**src/rtl/led_blink_sched.sv**
```systemverilog
// led_blink_sched: three-requester priority LED blink scheduler.
// A granted requester blinks the LED at its latched rate and keeps the grant
// for at least MIN_PERIODS full blink periods before release or re-arbitration.
// Optional feature macro: LED_BLINK_SCHED_PREEMPT_EN (a higher-priority request
// preempts immediately instead of waiting for the hold to complete).
module led_blink_sched #(
  parameter int PRESCALE    = 1000,
  parameter int HALF0       = 1,
  parameter int HALF1       = 5,
  parameter int HALF2       = 10,
  parameter int HALF3       = 100,
  parameter int MIN_PERIODS = 2
) (
  input  logic       clk,
  input  logic       rst_n,
  input  logic       en,
  input  logic [2:0] req,
  input  logic [5:0] rate,
  output logic [2:0] grant,
  output logic [1:0] cur_rate,
  output logic       led,
  output logic       busy
);

  typedef enum logic {IDLE, ACTIVE} state_e;

  state_e      state_q, state_d;
  logic [15:0] pre_q, pre_d;
  logic [7:0]  ph_cnt_q, ph_cnt_d;
  logic        phase_q, phase_d;
  logic [3:0]  per_q, per_d;
  logic [2:0]  grant_q, grant_d;
  logic [1:0]  cur_rate_q, cur_rate_d;
  logic        led_q, led_d;
  logic        busy_q, busy_d;

  logic        tick, hold_done, higher, owner_low, do_grant, go_idle;
  logic [7:0]  half_sel;
  logic [2:0]  top_oh;
  logic [1:0]  top_rate;

  assign tick      = en && (pre_q == 16'(PRESCALE - 1));
  assign hold_done = (per_q == 4'(MIN_PERIODS));
  assign owner_low = ~|(req & grant_q);

  // Half-period length for the latched rate, and the winning requester
  always_comb begin
    half_sel = 8'(HALF0);
    case (cur_rate_q)
      2'd0: half_sel = 8'(HALF0);
      2'd1: half_sel = 8'(HALF1);
      2'd2: half_sel = 8'(HALF2);
      2'd3: half_sel = 8'(HALF3);
      default: half_sel = 8'(HALF0);
    endcase
    top_oh   = 3'b000;
    top_rate = 2'd0;
    if (req[2]) begin
      top_oh = 3'b100; top_rate = rate[5:4];
    end else if (req[1]) begin
      top_oh = 3'b010; top_rate = rate[3:2];
    end else if (req[0]) begin
      top_oh = 3'b001; top_rate = rate[1:0];
    end
    // any request strictly above the current owner
    higher = grant_q[0] ? |req[2:1] : (grant_q[1] ? req[2] : 1'b0);
  end

  // Arbitration decision: new grant (from IDLE or re-grant) or release
  always_comb begin
    do_grant = 1'b0;
    go_idle  = 1'b0;
    if (state_q == IDLE) begin
      do_grant = |req;
    end else begin
      if (hold_done && (owner_low || higher)) begin
        if (|req) do_grant = 1'b1;
        else      go_idle  = 1'b1;
      end
`ifdef LED_BLINK_SCHED_PREEMPT_EN
      if (higher) do_grant = 1'b1;
`endif
    end
  end

  // Next-state: prescaler, blink phase, period count, then arbitration override
  always_comb begin
    state_d    = state_q;
    pre_d      = pre_q;
    ph_cnt_d   = ph_cnt_q;
    phase_d    = phase_q;
    per_d      = per_q;
    grant_d    = grant_q;
    cur_rate_d = cur_rate_q;
    if (en) pre_d = tick ? 16'd0 : pre_q + 16'd1;
    if (state_q == ACTIVE && tick) begin
      if (ph_cnt_q == half_sel - 8'd1) begin
        ph_cnt_d = 8'd0;
        phase_d  = ~phase_q;
        // a 0->1 edge closes one full period
        if (!phase_q && !hold_done) per_d = per_q + 4'd1;
      end else begin
        ph_cnt_d = ph_cnt_q + 8'd1;
      end
    end
    if (do_grant) begin
      state_d    = ACTIVE;
      grant_d    = top_oh;
      cur_rate_d = top_rate;
      pre_d      = 16'd0;
      ph_cnt_d   = 8'd0;
      per_d      = 4'd0;
      phase_d    = 1'b1;
    end else if (go_idle) begin
      state_d = IDLE;
      grant_d = 3'b000;
    end
    led_d  = phase_d && en && (state_d == ACTIVE);
    busy_d = (state_d == ACTIVE);
  end

  // State and registered outputs
  always_ff @(posedge clk or negedge rst_n) begin
    if (!rst_n) begin
      state_q    <= IDLE;
      pre_q      <= '0;
      ph_cnt_q   <= '0;
      phase_q    <= 1'b0;
      per_q      <= '0;
      grant_q    <= '0;
      cur_rate_q <= '0;
      led_q      <= 1'b0;
      busy_q     <= 1'b0;
    end else begin
      state_q    <= state_d;
      pre_q      <= pre_d;
      ph_cnt_q   <= ph_cnt_d;
      phase_q    <= phase_d;
      per_q      <= per_d;
      grant_q    <= grant_d;
      cur_rate_q <= cur_rate_d;
      led_q      <= led_d;
      busy_q     <= busy_d;
    end
  end

  assign grant    = grant_q;
  assign cur_rate = cur_rate_q;
  assign led      = led_q;
  assign busy     = busy_q;

endmodule

```
**config.mk**
```make
export PLATFORM = sky130hd
export DESIGN_NAME = led_blink_sched
export DESIGN_NICKNAME = d
export VERILOG_FILES = /design/src/rtl/led_blink_sched.sv
export SDC_FILE = /design/constraint.sdc
export NUM_CORES = 1
export LEC_CHECK = 0
export ABC_AREA = 1
export BUFFER_PORTS_ARGS = -buffer_cell sky130_fd_sc_hd__buf_2
export CORE_MARGIN = 2
export CORE_UTILIZATION = 35
export DETAILED_ROUTE_END_ITERATION = 7
export PLACE_DENSITY_LB_ADDON = 0.1
export SLEW_MARGIN = 40
export SYNTH_ARGS = -nofsm -noshare
export SYNTH_HDL_FRONTEND = slang
export SYNTH_SLANG_ARGS = --single-unit
```
**constraint.sdc**
```tcl
create_clock -name clk -period 3.3 [get_ports clk]
set_input_delay 0.33 -clock clk [delete_from_list [all_inputs] [get_ports clk]]
set_output_delay 0.33 -clock clk [all_outputs]
set_load 0.01 [all_outputs]
```
==> metrics.md, run 1 <==
| Metric | Value |
|---|---|
| Post-cts gate resize count | 0 |
| CTS Buffer Depth | 2 |
| Fin nets | 371 |
| Antenna-violating nets left | 0 |
| Critical Path RT | 3.49 ns |
| RSZ-0062 raised after global routing | no |
| Setup Fix Bufs, Post-CTS | 0 |
| WHS | -0.00317 ns |
| Max-Cap Viols | 0 |
| # hold bufs at CTS | 0 |
| Core area | 6760 um^2 |
| Clock root buffer | clkbuf_8 |
| Post-DR wirelength/cell | roughly 13 um |
| Die width | ~87 um |
| Leakage power | 1.34 nW |
| Vias per std cell | 4.92 |
| Seq/Total Area, Yosys | 37.1% |
| Fraction of layout cells with a size suffix above 1 | 13.2% |
| Initial core utilization | 35.9% |
| Crit-path max FO | 39 |
| Drt drc | 0 |
| Post-synth EDFFs | 0 |
| Number of synthesized register bits | 36 |
| Pwr/cell area | about 600 nW/um^2 |
| Kind of end point of the critical path | register |
| Synth-to-Final Area Change | 9.64% |
| Fmax achieved | 486 MHz |
| Clock transition at the registers of the reported paths | 0.08 ns |
| Pre-antenna DRT Iters | 4 |
| Final Skew | 0.0110 ns |
| Fin area | 2660 um^2 |
| Vias in the first global route | 2,130 |
| GP Congestion | 0.869 |
| CTS tree | done |
| Most common cell after layout, fill and taps aside | nand2_1 |
| Critical Path AT | 2.25 ns |
| Synth unique cells | 34 |
| Main synth FF type | dfrtp_1 |
| Clk Latency, worst-skew pair | between 0.2 and 0.3 ns |
| Initial DRC count | 107 |
| Rows | 30 |
| Hold Fails Final Rpt | 6 |
| Slew @ Worst Pin | 0.478 ns |
| Failing checks | negative hold slack |
| Port bufs | 18 |
| Max-slew violation count | 0 |
| Antenna diode count | 0 |
| Largest net degree at the start of global routing | 40 |
| Die Footprint | 7610 um^2 |
| First-pass GRT wire length | 10,200 um |
| Slowest stage delay, CP | ~0.41 ns |
| Area post-placement | 2550 um^2 |
| VDD IR-drop max | 0.181 mV |
| Detail Placement HPWL | 4230 um |
| Syn_nets | 354 |
| # setup viols final | 0 |
| Num CTS Buffers | 5 |
| H-Tree Depth | 2 |
| Commonest non-fill, non-tap cells in the layout | 89 x nand2_1, 45 x nand3_1, 42 x nor2_1 |
| Synthesized area | 2430 um^2 |
| Grt ovf | 0 |
| HP Class | in2async |
| Setup CP Type | reg2reg |
| Antenna violations before repair | 0 |
| Post-synthesis cell count | 338 |
| Outcome | complete, but fails checks |
| Slew headroom | 68.2% |
| Fillers | around 740 |
| Detailed Route WL | 5750 um |
| Synth warnings | 0 |
| DIE HEIGHT | around 87 um |
| Num Clock Sinks | 36 |
| Syn_area_per_cell | a little over 7 um^2 |
| Clock period minus worst slack | 2.06 ns |
| Final worst path period share | 62.4% |
| Tot GR Track Use | 17.0% |
| Final TNS setup | 0 ns |
| Ys async rst share | 100% |
| Crit path max-delay cell type | dfrtp_1 |
| Top Ports | 19 |
| CP Launch Type | register |
| CP Cell Sequence | inv_1, ha_1, nand2_1, nor2_1, nand2_2, nand2_4, nand2_4, nand2_1, a21oi_1, nor2_1 |
| Vias post-DR | 2,147 |
-- per-stage QoR --
step / instances / setup slack, ns / utilization [%] / power [W]
after CTS: 436 / 1.21 / 39.4 / 0.00161
after global placement: 428 / 1.27 / 37.7 / 0.00121
after detailed placement: 428 / 1.21 / 37.8 / 0.00121
final: 436 / 1.24 / 39.4 / 0.00158
after global routing: 436 / 1.00 / 39.4 / 0.00173
after floorplan: 338 / 1.80 / - / 0.00109
-- final cells by class --
class | count | area (um^2) | area share (%)
sequential | 36 | 901 | 33.9
inverter | 37 | 140 | 5.27
clock inverter | 2 | 35.0 | 1.32
multi-input combinational | 256 | 1310 | 49.3
clock buffer | 6 | 72.6 | 2.73
timing repair buffer | 19 | 100 | 3.76
tap | 80 | 100 | 3.76
-- synth_stat cells (3+ instances only) --
cell type / instances / area share (%)
o21ai_0: 14 / 2.9
ha_1: 4 / 2.1
nand2_4: 3 / 1.4
nand4_1: 10 / 2.6
a21oi_1: 7 / 1.4
xnor2_1: 3 / 1.1
inv_1: 32 / 5.0
o21ai_1: 3 / 0.62
nor2_1: 42 / 6.5
xor2_1: 12 / 4.3
nand2_2: 3 / 0.77
nand3_1: 45 / 9.3
inv_2: 3 / 0.46
nor3_1: 4 / 0.83
clkbuf_1: 3 / 0.46
nand2_1: 89 / 14
dfrtp_1: 36 / 37
-- worst paths after layout --
kind,endpoint,depth (start not counted),slack [ns],start
min,pre_q[3]$_DFFE_PN0P_,1,-0.003,rst_n
max reg2reg,pre_q[9]$_DFFE_PN0P_,10,1.24,per_q[0]$_DFFE_PN0P_
max in group asynchronous,per_q[0]$_DFFE_PN0P_,1,2.96,rst_n
min reg2reg,per_q[3]$_DFFE_PN0P_,2,0.48,per_q[3]$_DFFE_PN0P_
min in group clk,grant[0]$_DFFE_PN0P_,3,0.35,req[0]
max,pre_q[9]$_DFFE_PN0P_,10,1.24,per_q[0]$_DFFE_PN0P_
-- metal layers --
metal	wire (um)	global-route usage, %
met5	0	0
met4	91	5.17
met3	213	3.13
met2	2550	26.3
met1	2890	24.2
-- flip-flops by register name, indices dropped and copies added (netlist names) --
name	flops
busy	1
cur_rate	2
grant	3
led	1
per_q	4
ph_cnt_q	8
phase_q	1
pre_q	16
-- where the power goes --
group	internal [W]	switching, W	total [W]
logic	0.000189	0.000375	0.000564
clock network	0.000224	0.000161	0.000385
registers	0.000524	0.000110	0.000634
total	0.000937	0.000646	0.00158
-- kinds of logic (layout without fill, tap and decap cells) --
group           Yosys count  after routing  synth area share [%]
simple gates            203            203                  37.8
xor+xnor                 15             15                  5.42
fa+ha+maj                 4              4                  2.06
compound gates           34             34                  8.82
buf+inv                  46             64                  8.82
flops                    36             36                  37.1
-- worst max-delay path, delay by kind of cell, from the launching register on --
kind                       cells  cell delay (ns)
buffers and inverters          1             0.06
adders and majority gates      1             0.19
and+or+nand+nor                7             1.07
DFF                            1             0.41
AOI/OAI and AO/OA              1             0.22
(Power assumes the default switching activity.)
==> run 2, diff against run 1 <==
- clock period: 3.3 -> 1.7 ns (I/O delays scaled with it)
==> run 2 against run 1 <==
- the run now ends clean
- wire length is 6.7% higher
- hold slack better by 0.19 ns
- fmax is 28% higher
- die area stayed put
- register-to-register slack worse by 1.1 ns
- first-iteration DRC count is 22% lower
- critical path depth stayed put
- utilization is 3.4 points higher
- clock-buffer cell count is 2 higher
- largest cell class unchanged
==> metrics.md, run 2 (synthesized netlist as in run 1, its figures left out) <==
| Metric | Value |
|---|---|
| Outcome | finished, final reports clean |
| Grt ovf | 0 (unchanged) |
| Num CTS Buffers | 5 (unchanged) |
| R2R Path End | pre_q[9]$_DFFE_PN0P_ |
| Setup CP Type | reg2reg |
| DIE HEIGHT | 87.3 um (unchanged) |
| VDD IR-drop max | 0.585 mV (+220%) |
| Core area | 6760 um^2 (unchanged) |
| Num Clock Sinks | 36 (unchanged) |
| Fin area | 2890 um^2 (+8.6%) |
| GP Congestion | 0.843 (-3.0%) |
| Fmax achieved | 623 MHz (+28%) |
| Final worst path period share | 94.5% (+32 points) |
| CTS tree | done |
| Top Registers | pre_q (16), ph_cnt_q (8), per_q (4) |
| Hold Fails Final Rpt | 0 (-6) |
| Largest Register | pre_q |
| Vias in the first global route | 2,118 (-0.56%) |
| CTS Buffer Depth | 2 (unchanged) |
| Pwr/cell area | 1160 nW/um^2 (+94%) |
| Detail Placement HPWL | 4280 um (+1.2%) |
| Top Ports | 19 (unchanged) |
| Final Skew | 0.00751 ns (-0.00348 ns) |
| Vias per std cell | 4.93 (about the same) |
| First-pass GRT wire length | 10,200 um (+0.41%) |
| Clock root buffer | clkbuf_8 |
| Worst hold endpoint | grant[0]$_DFFE_PN0P_ |
| Antenna diode count | 0 (unchanged) |
| Synth-to-Final Area Change | 19.0% |
| Initial DRC count | 83 (-22%) |
| Commonest non-fill, non-tap cells in the layout | 89 x nand2_1, 45 x nand3_1, 40 x nor2_1 |
| Largest net degree at the start of global routing | 37 (-7.5%) |
| Kind of end point of the critical path | register |
| # setup viols final | 0 (unchanged) |
| Crit-path max FO | 11 (-72%) |
| Cells on Worst Hold Path | 3 |
| HP Class | in2reg |
| Post-DR wirelength/cell | 13.4 um (+1.6%) |
| Tot GR Track Use | 17.1% (+0.12 points) |
| Drt drc | 0 (unchanged) |
| Fin worst setup slack | 0.0936 ns (-1.15 ns) |
| Die width | 87.3 um (unchanged) |
| Area post-placement | 2660 um^2 (+4.1%) |
| Antenna-violating nets left | 0 (unchanged) |
| Port bufs | 18 (unchanged) |
| RSZ-0062 raised after global routing | yes |
| Hold_sp | req[0] |
| Clock transition at the registers of the reported paths | 0.08 ns (about the same) |
| Detailed Route WL | 6130 um (+6.7%) |
| Rows | 30 (unchanged) |
| Fraction of layout cells with a size suffix above 1 | 19.3% (+6.1 points) |
| Slew headroom | 66.5% (-1.6 points) |
| Clk Latency, worst-skew pair | 0.29 ns (about the same) |
| CP Launch Type | register |
| Die Footprint | 7610 um^2 (unchanged) |
| Reg2Reg Setup Slack | 0.09 ns (-1.15 ns) |
| Leakage power | 1.45 nW (+8.4%) |
| Reg2reg start | per_q[1]$_DFFE_PN0P_ |
| WHS | 0.185 ns (+0.188 ns) |
| Clock period minus worst slack | 1.61 ns (-0.453 ns) |
| Critical Path AT | 1.79 ns (-0.46 ns) |
| H-Tree Depth | 2 (unchanged) |
| Max reg flops | 16 (unchanged) |
| Place WS | 0.0301 ns (-1.18 ns) |
| Max-Cap Viols | 0 (unchanged) |
| Slew @ Worst Pin | 0.497 ns (+0.0192 ns) |
| Antenna violations before repair | 0 (unchanged) |
| Most common cell after layout, fill and taps aside | nand2_1 |
| Initial core utilization | 35.9% (unchanged) |
| Pre-antenna DRT Iters | 4 (unchanged) |
| Cells on worst reg2reg path | 10 (unchanged) |
| Critical Path RT | 1.89 ns (-1.60 ns) |
| Max-slew violation count | 0 (unchanged) |
| Vias post-DR | 2,257 (+5.1%) |
| Fin nets | 393 (+5.9%) |
[run 2: cell count changes in the layout (fill, tap and decap cells not counted), sizes merged]
cell | previous run | this run
buf | 19 | 39
clkbuf | 6 | 9
clkinv | 3 | 1
bufinv | 1 | 0
dlygate4sd3 | 0 | 1
inv | 35 | 36
[run 2: timing repair]
item                                    4_1_cts  5_1_grt
gates resized for setup                       0       11
hold endpoints to repair                     36        0
buffers inserted                              0        9
endpoints found under the setup margin        0       25
hold buffers                                  1        0
[run 2: stage by stage]
step           total power (W)  TNS, ns  std cells  utilization [%]
2_1_floorplan          0.00211        0        338                -
3_3_place_gp           0.00246        0        439             39.3
3_5_place_dp           0.00247        0        439             39.3
4_1_cts                0.00313        0        448             40.8
5_1_grt                0.00361   -0.186        458             42.7
6_report               0.00334        0        458             42.7
[run 2: worst max path at each step]
stage                                    start                     to  slack (ns)
final                     per_q[1]$_DFFE_PN0P_   pre_q[9]$_DFFE_PN0P_        0.09
after global routing      per_q[0]$_DFFE_PN0P_  pre_q[12]$_DFFE_PN0P_       -0.04
after CTS                 pre_q[0]$_DFFE_PN0P_          led$_DFF_PN0_       0.005
after detailed placement  pre_q[0]$_DFFE_PN0P_          led$_DFF_PN0_        0.03
after global placement    pre_q[0]$_DFFE_PN0P_          led$_DFF_PN0_        0.06
after floorplan           per_q[0]$_DFFE_PN0P_   per_q[2]$_DFFE_PN0P_        0.20
[run 2: layout make-up]
cell class | instances | area [um^2]
clock buffer | 8 | 90.1
timing repair buffer | 41 | 308
multi-input combinational | 256 | 1340
sequential | 36 | 903
fill | 705 | 3870
tap | 80 | 100
inverter | 37 | 144
[run 2: power by group]
part           switching (W)  leakage, nW  total, W  internal [W]
logic               0.000843        0.931   0.00146      0.000621
registers           0.000204        0.473   0.00123       0.00102
clock network       0.000316       0.0455  0.000647      0.000331
[run 2: layer usage]
layer | vias to the layer above | global-route usage (%) | share of wire (%)
met5 | - | 0 | 0
met4 | 0 | 5.59 | 1.8
met3 | 10 | 3.32 | 3.9
met2 | 45 | 25.7 | 44
met1 | 1025 | 24.7 | 50
li1 | 1177 | - | -
[run 2: critical path, cell delays in order, from the launching register on]
cell and delay, ns:
dfrtp_1 0.42, ha_1 0.21, nand2_1 0.12, nor2_2 0.05, nand2_2 0.08, nand2_4 0.08
nand2_8 0.12, nand2_1 0.06, buf_4 0.18, a21oi_1 0.13, nor2_1 0.05
==> run 3, diff against run 2 <==
- clock period: 1.7 -> 1.6 ns (I/O delays scaled with it)
==> run 3 against run 2 <==
- flip-flop and latch count stayed put
- wire length is 1.0% higher
- register-to-register slack worse by 0.03 ns
- cell area is 6.6% higher
- clock power is 12% higher
- combinational power is 21% higher
==> metrics.md, run 3 (synthesized netlist as in run 1, its figures left out) <==
| Metric | Value |
|---|---|
| CP bufs+invs | 3 (+2) |
| Slowest stage delay, CP | 0.38 ns (-0.04 ns) |
| VDD IR-drop max | 0.584 mV (-0.22%) |
| Synth-to-Final Area Change | 26.9% |
| Critical Path RT | 1.78 ns (-0.11 ns) |
| Cells on worst reg2reg path | 12 (+2) |
| Crit path max-delay cell type | dfrtp_1 |
| CP Cell Sequence | inv_1, ha_2, nand2_2, nor2_4, nand2_2, nand2_4, nand2_8, buf_6, inv_8, nor2_2, nand2_1, o21ai_1 |
| Post-DR wirelength/cell | 13.1 um (-2.2%) |
| Hold Fails Final Rpt | 0 (unchanged) |
| Top Ports | 19 (unchanged) |
| Pwr/cell area | 1220 nW/um^2 (+5.4%) |
| Antenna-violating nets left | 0 (unchanged) |
| Core area | 6760 um^2 (unchanged) |
| Clock root buffer | clkbuf_8 |
| Tot GR Track Use | 17.0% (-0.17 points) |
| Drt drc | 0 (unchanged) |
| Layout Utilization | 45.6% (+2.8 points) |
| CTS Buffer Depth | 2 (unchanged) |
| Most common cell after layout, fill and taps aside | nand2_1 |
| Final worst path period share | 96.1% (+1.7 points) |
| DIE HEIGHT | 87.3 um (unchanged) |
| Reg2reg start | per_q[0]$_DFFE_PN0P_ |
| Register Area | 903 um^2 (unchanged) |
| CP Launch Type | register |
| Num Clock Sinks | 36 (unchanged) |
| Top delay family on crit path | simple AND/OR/NAND/NOR gates |
| Worst path most repeated cell | nand2_2 |
| WHS | 0.160 ns (-0.0252 ns) |
| Vias per std cell | 4.94 (+0.22%) |
| Rows | 30 (unchanged) |
| Outcome | finished, final reports clean |
| Pre-antenna DRT Iters | 4 (unchanged) |
| Detail Placement HPWL | 4610 um (+7.8%) |
| Fmax achieved | 650 MHz (+4.4%) |
| Antenna violations before repair | 0 (unchanged) |
| RSZ-0062 raised after global routing | yes |
| Critical path depth in cells | 12 (+2) |
| HP Class | in2reg |
| Initial core utilization | 35.9% (unchanged) |
| Max reg flops | 16 (unchanged) |
| Fraction of layout cells with a size suffix above 1 | 27.5% (+8.2 points) |
| First-pass GRT wire length | 10000 um (-2.1%) |
| Reg2Reg Setup Slack | 0.06 ns (-0.03 ns) |
| Leakage power | 1.53 nW (+5.4%) |
| Slew @ Worst Pin | 0.509 ns (+0.0125 ns) |
| Critical path launch point | per_q[0]$_DFFE_PN0P_ |
| Clk Latency, worst-skew pair | 0.29 ns (about the same) |
| Largest Register | pre_q |
| Setup CP Type | reg2reg |
| Clock transition at the registers of the reported paths | 0.07 ns (about the same) |
| # setup viols final | 0 (unchanged) |
| Clock period minus worst slack | 1.54 ns (-0.0681 ns) |
| Crit-path max FO | 7 (-4) |
| Max-Cap Viols | 0 (unchanged) |
| Worst setup path endpoint | pre_q[12]$_DFFE_PN0P_ |
| Grt ovf | 0 (unchanged) |
| Multi-input logic area | 1430 um^2 (+6.2%) |
| Largest net degree at the start of global routing | 17 (-54%) |
| Num CTS Buffers | 5 (unchanged) |
| Vias in the first global route | 2,079 (-1.8%) |
| Die Footprint | 7610 um^2 (unchanged) |
| Critical Path AT | 1.72 ns (-0.07 ns) |
| Antenna diode count | 0 (unchanged) |
| Kind of end point of the critical path | register |
| Vias post-DR | 2,336 (+3.5%) |
| R2R Path End | pre_q[12]$_DFFE_PN0P_ |
| GP Congestion | 0.892 (+5.7%) |
| Commonest non-fill, non-tap cells in the layout | 82 x nand2_1, 45 x nand3_1, 35 x nor2_1 |
| Fin nets | 409 (+4.1%) |
| Max-slew violation count | 0 (unchanged) |
| Fillers | 690 (-2.1%) |
| Port bufs | 18 (unchanged) |
| Initial DRC count | 88 (+6.0%) |
| Final Skew | 0.00430 ns (-0.00321 ns) |
| CTS tree | done |
| Top Registers | pre_q (16), ph_cnt_q (8), per_q (4) |
| Detailed Route WL | 6190 um (+1.0%) |
| Die width | 87.3 um (unchanged) |
| H-Tree Depth | 2 (unchanged) |
| Slew headroom | 66.0% (-0.56 points) |
## run 3: worst min path at each step
stage / from / endpoint / slack, ns / depth (start not counted)
after CTS: req[0] / grant[0]$_DFFE_PN0P_ / 0.16 / 3
after floorplan: rst_n / busy$_DFF_PN0_ / -0.14 / 0
after global routing: req[0] / grant[0]$_DFFE_PN0P_ / 0.16 / 3
after detailed placement: rst_n / cur_rate[0]$_DFFE_PN0P_ / 0.11 / 1
after global placement: rst_n / grant[0]$_DFFE_PN0P_ / 0.1 / 1
final: req[0] / grant[0]$_DFFE_PN0P_ / 0.16 / 3
## run 3: layout make-up
cell class              instances  area share [%]
multi-input cells             257            46.3
flip-flops and latches         36            29.3
repair buffers                 56            13.2
inverters                      37            4.80
well taps                      80            3.25
clock buffers                   7            3.13
## run 3: where the power goes
part	switching (W)	internal, W	leakage [nW]	total (W)
registers	0.000167	0.00109	0.473	0.00125
clock network	0.000339	0.000384	0.0503	0.000723
logic	0.00101	0.000760	1.00	0.00177
## run 3: tightest hold or removal path, delay by kind of cell
kind                   cells  cell delay, ns
AND/OR/NAND/NOR            1            0.08
AO/OA/AOI/OAI              1            0.07
buffers and inverters      1            0.11
## run 3: per-layer routing
layer  vias up  wire length [um]  global-route usage (%)
li1       1214                 -                       -
met1      1066              2990                    23.5
met2        47              2790                    26.4
met3         9               311                    3.70
met4         0                95                    5.31
met5         -                 0                       0
## run 3: metrics by stage
step	power, W	setup TNS (ns)	cell area (um^2)	setup WS [ns]	std cells
2_1_floorplan	0.00225	0	2430	0.0976	338
4_1_cts	0.00355	-0.000761	2910	-0.000761	468
6_report	0.00375	0	3080	0.0617	473
5_1_grt	0.00406	-0.640	3080	-0.0716	473
3_3_place_gp	0.00276	-0.0213	2780	-0.0133	459
3_5_place_dp	0.00276	-0.0588	2780	-0.0454	459
## run 3: timing repair
item                                    in CTS  in global routing
endpoints found under the setup margin       9                 32
gates cloned                                 0                  2
pin swaps                                    1                 11
hold endpoints to repair                    13                  0
buffers inserted                             1                  3
hold buffers                                 1                  0
resized for setup                            2                 43
